$ cat src/rtl/sub4_serial.sv
// sub4_serial: bit-serial unsigned subtractor, d = (a - b) mod 2^W.
//
// One difference bit is produced per clock, LSB first, using a single borrow
// flip-flop in place of a ripple borrow chain. A started operation takes W
// clock edges; results are registered and held until the next completion.
//
// Ports:
//   clk    - rising-edge clock
//   rst    - asynchronous, active-high reset
//   start  - request a subtraction (sampled only while idle)
//   a, b   - W-bit unsigned minuend / subtrahend, latched on the accepting edge
//   busy   - high while an operation is in progress
//   done   - one-cycle pulse; d and borrow are valid from that cycle onward
//   d      - W-bit difference
//   borrow - final borrow out, 1 iff a < b
//
// Handshake: start acts as "valid" and !busy as "ready". A request is accepted
// on any rising edge where start=1 and the block is idle (busy=0); operands are
// captured on that same edge. start while busy is ignored, never queued.
// Holding start high re-triggers on every idle edge, so the done cycle doubles
// as the earliest acceptance slot (one result per W+1 cycles).

module sub4_serial #(
  parameter int W = 4
) (
  input  logic         clk,
  input  logic         rst,
  input  logic         start,
  input  logic [W-1:0] a,
  input  logic [W-1:0] b,
  output logic         busy,
  output logic         done,
  output logic [W-1:0] d,
  output logic         borrow
);

  localparam int CW = $clog2(W);
  localparam logic [CW-1:0] LAST = CW'(W - 1);

  typedef enum logic {
    IDLE = 1'b0,
    RUN  = 1'b1
  } state_t;

  state_t state_q;
  state_t state_d;

  logic [W-1:0]  sa;
  logic [W-1:0]  sb;
  logic [W-1:0]  acc;
  logic          br;
  logic [CW-1:0] cnt;

  logic accept;
  logic last;
  logic x;
  logic y;
  logic diff_bit;
  logic br_next;

  // Full-subtractor on the current LSBs and the stored borrow.
  assign x        = sa[0];
  assign y        = sb[0];
  assign diff_bit = x ^ y ^ br;
  assign br_next  = (~x & y) | (~x & br) | (y & br);

  // busy is simply "in RUN": it rises on the accepting edge and falls on the
  // final bit edge, which is also the edge that raises done, so the two can
  // never overlap.
  assign busy = (state_q == RUN);

  always_comb begin
    state_d = state_q;
    accept  = 1'b0;
    last    = 1'b0;
    case (state_q)
      IDLE: begin
        if (start) begin
          accept  = 1'b1;
          state_d = RUN;
        end
      end
      RUN: begin
        if (cnt == LAST) begin
          last    = 1'b1;
          state_d = IDLE;
        end
      end
      default: state_d = IDLE;
    endcase
  end

  always_ff @(posedge clk or posedge rst) begin
    if (rst) begin
      state_q <= IDLE;
    end else begin
      state_q <= state_d;
    end
  end

  always_ff @(posedge clk or posedge rst) begin
    if (rst) begin
      sa     <= '0;
      sb     <= '0;
      acc    <= '0;
      br     <= 1'b0;
      cnt    <= '0;
      d      <= '0;
      borrow <= 1'b0;
      done   <= 1'b0;
    end else begin
      done <= last;
      if (accept) begin
        sa  <= a;
        sb  <= b;
        br  <= 1'b0;
        cnt <= '0;
      end else if (state_q == RUN) begin
        sa  <= {1'b0, sa[W-1:1]};
        sb  <= {1'b0, sb[W-1:1]};
        // New bits enter at the MSB; after W shifts the first (LSB) result
        // bit has arrived at bit 0. acc needs no clearing on accept because
        // every stale bit is shifted out before the result is published.
        acc <= {diff_bit, acc[W-1:1]};
        br  <= br_next;
        cnt <= cnt + CW'(1);
        if (last) begin
          d      <= {diff_bit, acc[W-1:1]};
          borrow <= br_next;
        end
      end
    end
  end

endmodule

$ cat config.mk
export PLATFORM = sky130hd
export DESIGN_NAME = sub4_serial
export DESIGN_NICKNAME = d
export VERILOG_FILES = /design/src/rtl/sub4_serial.sv
export SDC_FILE = /design/constraint.sdc
export NUM_CORES = 1
export LEC_CHECK = 0
export CAP_MARGIN = 10
export CORE_ASPECT_RATIO = 0.8
export CORE_MARGIN = 3
export CORE_UTILIZATION = 40
export DETAILED_ROUTE_END_ITERATION = 10
export SLEW_MARGIN = 20
export SYNTH_ARGS = -nofsm -noshare
export SYNTH_HDL_FRONTEND = slang
export SYNTH_SLANG_ARGS = --single-unit
$ cat constraint.sdc
create_clock -name clk -period 3.1 [get_ports clk]
set_input_delay 0.31 -clock clk [delete_from_list [all_inputs] [get_ports clk]]
set_output_delay 0.31 -clock clk [all_outputs]
set_load 0.02 [all_outputs]
==> impl_metrics.csv <==
group,metric,value,unit
detailed_routing,wl,1441,um
logic_synthesis,synthCells,69,
sta,drv_slew,0,
logic_synthesis,ys_async_sr_fraction,100.0,%
logic_synthesis,syn_avg_cell_area,13.20,um^2
sta,worst_slack,0.8918,ns
detailed_routing,drt_iter0_markers,4,
critical_path,cpPeakStageDelay,0.86,ns
sta,setup_tns,0,ns
sta,min_period,2.208,ns
floorplan,die-width,59.35,um
global_routing,grt_pass1_vias,544,
critical_path,crit_slowest_cell,"dfrtp_1",
clocking,cts.hold.buffers_added,0,
final_layout,syn2layout_area_growth,20.60,%
logic_synthesis,syn_area,910.9,um^2
logic_synthesis,yosys-top-cells-count,"dfrtp_1, mux2i_1, nand2_1, o21ai_0, inv_1",
floorplan,fp-row-count,14,
global_routing,grt_max_degree,26,
logic_synthesis,yosysMostFrequentCell,"dfrtp_1",
logic_synthesis,synth_top_area_share,57.69,%
power,leakage,0.0005342,uW
critical_path,timing.critical_path.fanout_max,25,
place,hpwl,998.1,um
detailed_routing,avgViaCountPerCell,4.891,
clocking,cts_tree,"built",
power,vdd_drop_max,0.5674,mV
critical_path,path_buf_inv,1,
final_layout,antenna_cells,0,
logic_synthesis,synth_nets,82,
global_routing,antenna_found_initial,0,
clocking,clock_latency,0.30,ns
sta,finClkSkew,0.002601,ns
detailed_routing,ant_nets,0,
logic_synthesis,synth_area_leaders,"dfrtp_1, mux2i_1, mux2_4",
critical_path,crit_chain,"clkdlybuf4s50_1",
floorplan,die_h,48.68,um
critical_path,cp_top_family,"flip-flops",
sta,period_share,71.23,%
sta,final-setup-viol-count,0,
global_routing,grt-ovfl-total,0,
logic_synthesis,yosysSeqAreaShare,57.69,%
clocking,htreeDepth,1,
critical_path,critPathRequiredTime,2.79,ns
sta,timing.fmax,0.4529,GHz
detailed_routing,first_pass_iters,2,
final_layout,instances_no_fill,110,
place,place_ws,1.216,ns
sta,hold_ws,0.4449,ns
logic_synthesis,synth_edf_count,0,
global_routing,grt_use_total,12.22,%
detailed_routing,drc,0,
sta,slew_headroom,47.53,%
critical_path,start_kind,"flip-flop",
clocking,cts_buffer_depth,2,
clocking,cts-resized-gates,0,
floorplan,die_area,2889,um^2
status,status,"finished, final reports clean",
place,placed_cell_area,1072,um^2
logic_synthesis,yosysTopAreaCell,"dfrtp_1",
detailed_routing,drt-wirelength-per-cell,13.10,um
job,drv_cap,0,
logic_synthesis,ys_warn_count,0,
clocking,cts_setup_buffers,0,
final_layout,nets,100,
place,io_buffers,17,
final_layout,drive_above_1_share,12.79,%
detailed_routing,num_vias,538,
clocking,cts.sink_count,21,
final_layout,design_area,1099,um^2
clocking,ctsRootBufferMaster,"clkbuf_4",
global_routing,grt_pass1_wl,2656,um
sta,grt_setup_unrepaired,"no",
clocking,clk_pin_slew,0.11,ns
floorplan,fp.coreArea,2014,um^2
floorplan,design.portCount,18,
critical_path,cp_data_arrival_time,1.90,ns
power,pwr_density_cell,931.7,nW/um^2
critical_path,end_kind,"output port",
place,gp_congestion,0.6626,
clocking,cts_made_buffers,3,
sta,hold_violations,0,
place,dp_cells,106,
logic_synthesis,synthDistinctLibCells,15,
logic_synthesis,synth.ff_latch_count,21,
worst_hold_path,min_path_type,"in -> async",
logic_synthesis,ys.flop_type,"dfrtp_1",
sta,max_slew.worst_pin.slew,0.7861,ns
floorplan,initial_utilization,45.22,%
critical_path,critical_path_class,"reg -> out",
## logic make-up (layout without fill, tap and decap cells)
group                      after synthesis  count (layout)  share of synthesized area (%)
muxes                                   17              17                          21.29
DFF                                     21              21                          57.69
buffers and inverters                    9              26                          6.318
adders and majority gates                2               2                          3.571
and+or+nand+nor                         11              11                          5.356
AOI/OAI and AO/OA                        9               9                          5.769
## state kept, by name, summed over array words and instances (netlist names)
| register | count |
|---|---|
| cnt | 2 |
| br | 1 |
| sa | 4 |
| d | 4 |
| busy | 1 |
| borrow | 1 |
| done | 1 |
| acc | 3 |
| sb | 4 |
## path summary, 6_finish.rpt
kind,start,endpoint,slack [ns],depth (start not counted)
worst min-delay path,rst,br,0.44,2
worst max register to register,busy,borrow,1.61,2
worst max-delay path,busy,busy,0.89,1
worst min register to register,sa[2],sa[1],0.49,2
max in group asynchronous,rst,sb[3],2.17,2
min in group clk,sa[2],sa[1],0.49,2
## area by class of cell
| type | count | area (um^2) |
|---|---|---|
| clock buffers | 4 | 26.28 |
| fillers | 168 | 915.9 |
| inverters | 5 | 18.77 |
| multi-input cells | 39 | 327.8 |
| flip-flops and latches | 21 | 525.5 |
| well taps | 24 | 30.03 |
| repair buffers | 17 | 170.2 |
## power by group
| part | switching, uW | internal [uW] | leakage (uW) |
|---|---|---|---|
| Clock | 79.1 | 50.1 | 0.0000150 |
| Sequential | 97.7 | 390 | 0.000262 |
| Combinational | 169 | 237 | 0.000257 |
## layout by cell type, fill, tap and decap left out, drive strengths merged
master         instances
nand2                  7
a22o                   2
nor2                   4
inv                    5
fa                     1
ha                     1
clkdlybuf4s50         17
a21oi                  1
o21ai                  6
mux2i                 10
dfrtp                 21
clkbuf                 4
mux2                   7
## stage by stage
| stage | power, uW | util [%] |
|---|---|---|
| floorplan | 777.8 | - |
| global placement | 891.3 | 53.23 |
| detailed placement | 903.1 | 53.23 |
| CTS | 1039 | 54.53 |
| global route | 1108 | 54.53 |
| finish | 1024 | 54.53 |
## layer usage
metal  part of all wire, %  global-route usage (%)
met1                    49                   17.37
met5                     0                       0
met3                   6.1                   5.053
met2                    44                   16.91
met4                  0.69                   3.396
(Power assumes the default switching activity.)
